<file path="config.mk">
export PLATFORM = sky130hd
export DESIGN_NAME = mem_bus_ctrl
export DESIGN_NICKNAME = d
export VERILOG_FILES = /design/src/rtl/mem_bus_ctrl.sv
export SDC_FILE = /design/constraint.sdc
export NUM_CORES = 1
export LEC_CHECK = 0
export CAP_MARGIN = 20
export CORE_MARGIN = 2
export CORE_UTILIZATION = 40
export CTS_CLUSTER_DIAMETER = 100
export DETAILED_ROUTE_END_ITERATION = 10
export GPL_ROUTABILITY_DRIVEN = 0
export PLACE_DENSITY_LB_ADDON = 0.1
export RECOVER_POWER = 25
export SLEW_MARGIN = 15
export SYNTH_ARGS = -nofsm -noshare
export SYNTH_HDL_FRONTEND = slang
export SYNTH_SLANG_ARGS = --single-unit
export TNS_END_PERCENT = 10
</file>
<file path="constraint.sdc">
create_clock -name clk -period 2.7 [get_ports clk]
set_clock_uncertainty 0.15 [all_clocks]
set_input_delay 0.54 -clock clk [delete_from_list [all_inputs] [get_ports clk]]
set_output_delay 0.54 -clock clk [all_outputs]
set_load 0.01 [all_outputs]
</file>
<file path="src/rtl/mem_bus_ctrl.sv">
`timescale 1ns/1ps
// mem_bus_ctrl: byte/half/word load-store controller in front of a word-wide synchronous RAM
module mem_bus_ctrl #(
  parameter int unsigned MEM_WORDS = 128,
  parameter int unsigned RAM_AW = 20
) (
  input  logic              clk,
  input  logic              rst,
  input  logic              req,
  input  logic              we,
  input  logic [1:0]        size,
  input  logic              ld_signed,
  input  logic [31:0]       addr,
  input  logic [31:0]       wdata,
  output logic [31:0]       rdata,
  output logic              ack,
  output logic              err,
  output logic              busy,
  output logic [RAM_AW-1:0] ram_addr,
  output logic [31:0]       ram_din,
  output logic              ram_we,
  input  logic [47:0]       ram_dout
);
  typedef enum logic [2:0] {IDLE, RD, CAP, WR, DONE} state_t;
  state_t state, nxt;
  logic l_we, l_sg, l_err, fault, accept, unused_hi;
  logic [1:0] l_size, l_off;
  logic [15:0] l_wd;
  logic [31:0] word, lane, mask, ins, merged, loaded;
  assign unused_hi = ^ram_dout[47:32];
  assign word = ram_dout[31:0];
  assign accept = state == IDLE && req;
  assign fault = size == 2'b11 || (size == 2'b01 && addr[0]) || (size == 2'b10 && addr[1:0] != 2'b00) ||
                 addr[31:22] != '0 || 32'(addr[21:2]) >= MEM_WORDS;
  // the addressed lane lands in the low bits; half accesses are aligned so one shift serves both
  assign lane = word >> {l_off, 3'b000};
  assign loaded = l_size == 2'b00 ? {{24{l_sg & lane[7]}}, lane[7:0]} :
                  l_size == 2'b01 ? {{16{l_sg & lane[15]}}, lane[15:0]} : word;
  assign mask = (l_size == 2'b00 ? 32'h0000_00FF : 32'h0000_FFFF) << {l_off, 3'b000};
  assign ins = l_size == 2'b00 ? {4{l_wd[7:0]}} : {2{l_wd}};
  assign merged = (word & ~mask) | (ins & mask);
  assign ram_we = state == WR;
  assign ack = state == DONE;
  assign err = ack & l_err;
  assign busy = state != IDLE;
  always_comb begin
    nxt = IDLE;
    unique case (state)
      IDLE: nxt = !req ? IDLE : fault ? DONE : (we && size == 2'b10) ? WR : RD;
      RD: nxt = CAP;
      CAP: nxt = l_we ? WR : DONE;
      WR: nxt = DONE;
      default: nxt = IDLE;
    endcase
  end
  always_ff @(posedge clk) begin
    if (rst) begin
      state <= IDLE;
      rdata <= '0;
      ram_addr <= '0;
      ram_din <= '0;
      l_we <= 1'b0;
      l_sg <= 1'b0;
      l_err <= 1'b0;
      l_size <= '0;
      l_off <= '0;
      l_wd <= '0;
    end else begin
      state <= nxt;
      if (accept) begin
        l_we <= we;
        l_size <= size;
        l_sg <= ld_signed;
        l_off <= addr[1:0];
        l_wd <= wdata[15:0];
        l_err <= fault;
        ram_addr <= RAM_AW'(addr[21:2]);
        if (!fault && we) ram_din <= wdata;
      end
      if (state == CAP && l_we) ram_din <= merged;
      if (state == CAP && !l_we) rdata <= loaded;
    end
  end
endmodule

</file>
### Word-level counts from Yosys, hierarchy flattened

Cells that the tools add are included.

* $lt $le $gt $ge: 1
* shift operators: 2
* reductions and logical operators: 21
* multiplexer cells: 12
* bitwise operators: 7
* equality and inequality tests: 8

Operators with widths (number)
* 32-bit two-way mux: 6
* 32-bit AND: 2
* 32-bit inverter: 1
* 32-bit bitwise OR: 1
* 16-bit by 5-bit left shift with 32-bit output: 1
* 32-bit by 5-bit >> shifter with 16-bit output: 1
* 20-bit by 8-bit greater-or-equal comparator with 1-bit output (second input constant): 1
* 16-bit two-way mux: 1
* 3-bit case mux with 4 select lines: 1
* 10-bit nonzero test: 1
* 3-bit two-way mux: 3
* 1-bit logical AND: 7
* 3-bit by 2-bit equality test with 1-bit output (second input constant): 2
* 2-bit nonzero test: 3
* 2-bit by 1-bit equality test with 1-bit output (second input constant): 2
* 2-bit equality test (second input constant): 2
* 1-bit logical OR: 4
* 1-bit AND: 3
* 3-bit by 1-bit equality test with 1-bit output (second input constant): 1
* 3-bit equality test (second input constant): 1
* 3-bit zero test: 1
* 3-bit nonzero test: 1
* 1-bit zero test: 2
* 2-bit zero test: 1
* other kinds (2): 2

* word-level logic and storage cells: 61
* register bits after elaboration: 110
* output and inout port bits: 88

### Logic depth before layout (Yosys ltp)

* depth in word-level cells: 11
* depth in mapped cells: 7

### Worst setup path after synthesis

Ideal clock, no wire load.

* path type: in2reg
* start: in ram_dout[23]
* end: reg rdata[20]
* stages on the path: 5
* setup time: 134 ps
* path slack: 664 ps
* arrival: 1752 ps
* cells stage by stage: mux2_2 mux4_2 a31oi_4 buf_6 a211oi_1

* cells in the longest elaborated chain, start to end: 4

Ends and longest elaborated chain
* from (decl): line 22 `input logic [47:0] ram_dout`
* 32-bit by 5-bit >> shifter with 16-bit output *: line 36 `assign lane = word >> {l_off, 3'b000};`
* 1-bit AND: line 38 `l_size == 2'b01 ? {{16{l_sg & lane[15]}}, lane[15:0]} : word;`
* 32-bit two-way mux: line 38
* 32-bit two-way mux *: line 37 `assign loaded = l_size == 2'b00 ? {{24{l_sg & lane[7]}}, lane[7:0]} :`
* to (signal assigned): line 81 `if (state == CAP && !l_we) rdata <= loaded;`
* to (decl): line 15 `output logic [31:0] rdata,`

Mark *: on every way between the ends. The rest lies on a longest branch, timed or not.
A chain may end at the register's enable or synchronous reset.

### Worst setup path in the final report

* start: reg l_off[1]
* end: reg ram_din[9]

* cells in the longest elaborated chain, start to end: 5

Ends and longest elaborated chain
* from (decl): line 27 `logic [1:0] l_size, l_off;`
* from (signal assigned): line 74 `l_off <= addr[1:0];`
* 16-bit by 5-bit left shift with 32-bit output *: line 39 `assign mask = (l_size == 2'b00 ? 32'h0000_00FF : 32'h0000_FFFF) << {l_off, 3'b000};`
* 32-bit inverter: line 41 `assign merged = (word & ~mask) | (ins & mask);`
* 32-bit AND: line 41
* 32-bit bitwise OR *: line 41
* 32-bit two-way mux *: line 80 `if (state == CAP && l_we) ram_din <= merged;`
* to (signal assigned): line 78 `if (!fault && we) ram_din <= wdata;`
* to (signal assigned): line 80
* to (decl): line 20 `output logic [31:0] ram_din,`

Marks and branches as above.

==> impl_metrics.py <==
metrics = {
    "outcome": {
        "outcome": "finished, final reports clean",
    },
    "timing": {
        "worst_pin_slew_ps": 615,
        "setup_viol": 0,
        "timing.final.crit_period_ps": 2540,
        "rsz0062_at_grt": "no",
        "final.setup.tns_ps": 0,
        "timing_hold_violations_final": 0,
        "clock.fmax_mhz": 394,
        "finalCritPeriodShare": 0.941,
        "hold_slack_ps": 305,
        "relSlewSlack": 0.584,
        "slew_violations": 0,
    },
    "power": {
        "p_clk_frac": 0.361,
        "pwr-share-comb": 0.162,
        "internal_power_mw": 2.62,
        "swShare": 0.264,
        "p_leak_nw": 2.76,
        "power_density_nw_per_um2": 448,
        "ir_drop_uv": 300,
        "switchingPower_mw": 0.939,
        "p_seq_frac": 0.478,
    },
    "floorplan": {
        "dieArea_um2": 14900,
        "core_um2": 13700,
        "core.rowCount": 43,
        "start_util": 0.406,
        "die_w_um": 122,
        "die_h_um": 122,
        "ios": 207,
    },
    "clock_tree": {
        "clk_pin_slew_ps": 70,
        "cts-root-buf": "clkbuf_16",
        "cts_sinks": 110,
        "cts_buffer_depth": 2,
        "cts_tree": "done",
        "cts_buffers": 9,
        "cts_setup_buffers": 0,
        "h-tree-depth": 3,
        "clk_latency_ps": 350,
        "postCtsResizedCells": 0,
        "cts_hold_buf": 0,
    },
    "synth": {
        "synth_top_family_by_area": "compound AO/OA/AOI/OAI gates",
        "synth.mux.area_fraction": 0.0447,
        "synth_compound_area_frac": 0.289,
        "synth_edf_count": 0,
        "synth_cell_types": 48,
        "synth_xor_xnor_area_share": 0,
        "synthArstFlopShare": 0,
        "synth_seq_cells": 110,
        "synth-adder-area-share": 0,
        "synthFlopType": "dfxtp_1",
        "synth.cell_area_um2": 5570,
        "syn_nets": 795,
        "avgSynthCellArea_um2": 8.24,
        "syn_inst": 676,
        "yosysSeqAreaShare": 0.395,
        "synthSimpleGateAreaFrac": 0.204,
        "yosys_warnings": 0,
    },
    "global_routing": {
        "grt_pass1_wl_mm": 30.1,
        "grt_remaining_overflow": 0,
        "grt_pass1_vias": 5668,
        "grt_use_total": 0.258,
        "grt_max_degree": 47,
        "grt_antenna_before_repair": 0,
    },
    "finish": {
        "fin_nets": 945,
        "final_cells": 1011,
        "final_common_cell": "clkdlybuf4s50_1",
        "layout-drive-gt1-share": 0.0710,
        "final_area_um2": 7950,
        "area_growth_pct": 42.7,
        "diodes": 0,
        "mostFrequentLayoutCells": "clkdlybuf4s50_1 (141), nand2_1 (124), dfxtp_1 (110)",
    },
    "drt": {
        "wl_per_cell_um": 19.6,
        "drt-initial-drc-count": 620,
        "vias_per_cell": 6.04,
        "vias": 6105,
        "drc": 0,
        "ant_nets": 0,
        "dr.pass1.iters": 5,
        "routed_wl_mm": 19.8,
    },
    "min_path": {
        "min_path_cells": 2,
        "min_path_type": "flop to flop",
        "min_to": "ram_addr[2]$_SDFFE_PP0P_",
        "hp-start": "ram_addr[2]$_SDFFE_PP0P_",
    },
    "placement": {
        "dp_hpwl_mm": 14.0,
        "placedCellCount": 995,
        "io_buffers": 190,
        "dpl_cell_area_um2": 7670,
    },
    "worst_setup_path": {
        "required_ps": 2790,
        "worstPathMaxFanout": 20,
        "crit_type": "flop to flop",
        "end_kind": "flop",
        "r2r_end": "ram_din[9]$_SDFFE_PP0P_",
        "r2r-start": "l_off[1]$_SDFFE_PP0P_",
        "start_kind": "flop",
        "rrSetupSlack_ps": 160,
        "worstPathArrival_ps": 2630,
        "ff2ff_path_depth": 5,
    },
    "run": {
        "maxCapViolCount": 0,
    },
}
==> worst max path at each step <==
stage | startpoint | endpoint | slack [ps] | depth (start not counted)
2_1_floorplan | ram_dout[23] | rdata[20]$_SDFFE_PP0P_ | 660 | 5
4_1_cts | l_off[1]$_SDFFE_PP0P_ | ram_din[9]$_SDFFE_PP0P_ | 230 | 5
5_1_grt | l_off[1]$_SDFFE_PP0P_ | ram_din[9]$_SDFFE_PP0P_ | 20 | 5
6_report | l_off[1]$_SDFFE_PP0P_ | ram_din[9]$_SDFFE_PP0P_ | 160 | 5
3_3_place_gp | ram_dout[15] | rdata[27]$_SDFFE_PP0P_ | 40 | 6
3_5_place_dp | ram_dout[15] | rdata[24]$_SDFFE_PP0P_ | 10 | 6
==> through the flow <==
stage / utilization / power (mW) / setup WS [ps]
after global placement: 0.559 / 2.30 / 37.7
final: 0.579 / 3.56 / 160
after CTS: 0.580 / 3.58 / 226
after global routing: 0.579 / 3.69 / 16.7
after floorplan: - / 1.99 / 664
after detailed placement: 0.559 / 2.31 / 13.3
==> power groups by stage <==
stage,sequential [mW],clock [mW],combinational [mW]
2_1_floorplan,1.73,0,0.266
3_3_place_gp,1.73,0,0.562
3_5_place_dp,1.74,0,0.572
4_1_cts,1.70,1.30,0.575
5_1_grt,1.70,1.37,0.613
6_report,1.70,1.28,0.575
==> layer usage <==
layer / up-vias / track usage / part of all wire
met2: 307 / 0.414 / 0.47
met4: 0 / 0.107 / 0.026
met1: 2918 / 0.337 / 0.42
met3: 39 / 0.0548 / 0.084
li1: 2841 / - / -
met5: - / 0 / 0
==> cells in the mapped netlist (all sizes together), types with 2 or more instances <==
cell type / n / share of area
nand2: 124 / 0.084
dfxtp: 110 / 0.40
a21oi: 57 / 0.051
clkbuf: 45 / 0.030
a211oi: 34 / 0.046
nand4: 34 / 0.038
a311oi: 33 / 0.052
buf: 31 / 0.029
nor2: 30 / 0.020
o31ai: 24 / 0.032
a221oi: 16 / 0.025
nand3b: 15 / 0.020
mux2: 11 / 0.022
a31oi: 10 / 0.014
and2: 10 / 0.011
inv: 10 / 0.0067
o21ai: 10 / 0.0090
a22o: 8 / 0.013
mux2i: 8 / 0.014
o311ai: 8 / 0.013
a2bb2oi: 7 / 0.011
o221ai: 7 / 0.011
nor4: 5 / 0.0056
nor2b: 4 / 0.0045
nor3: 4 / 0.0036
mux4: 2 / 0.0081
nand2b: 2 / 0.0022
nor3b: 2 / 0.0036
==> cell families (layout without fill, tap and decap cells) <==
group / count (synthesis) / after routing
flip-flops: 110 / 110
buffers and inverters: 87 / 242
AND/OR/NAND/NOR: 238 / 238
multiplexers: 21 / 21
AO/OA/AOI/OAI: 220 / 220
==> final cells by class <==
cell class	instances	area (um^2)
multi-input cells	479	3000
repair buffers	215	2200
clock buffers	13	260
well taps	180	225
inverters	11	41.3
clock inverters	3	18.8
fillers	1232	5770
flip-flops and latches	110	2200
==> critical path, cell delays in order, from the launching register on <==
cell and delay [ps]:
dfxtp_1 710, buf_4 340, clkinv_1 290, o21ai_1 380, a221oi_1 200, a311oi_1 350
==> state kept, by name (all words and copies together) (netlist names) <==
signal    count
l_err         1
l_off         2
l_sg          1
l_size        2
l_wd         16
l_we          1
ram_addr     20
ram_din      32
rdata        32
state         3
Power figures use the tool's default switching activity.
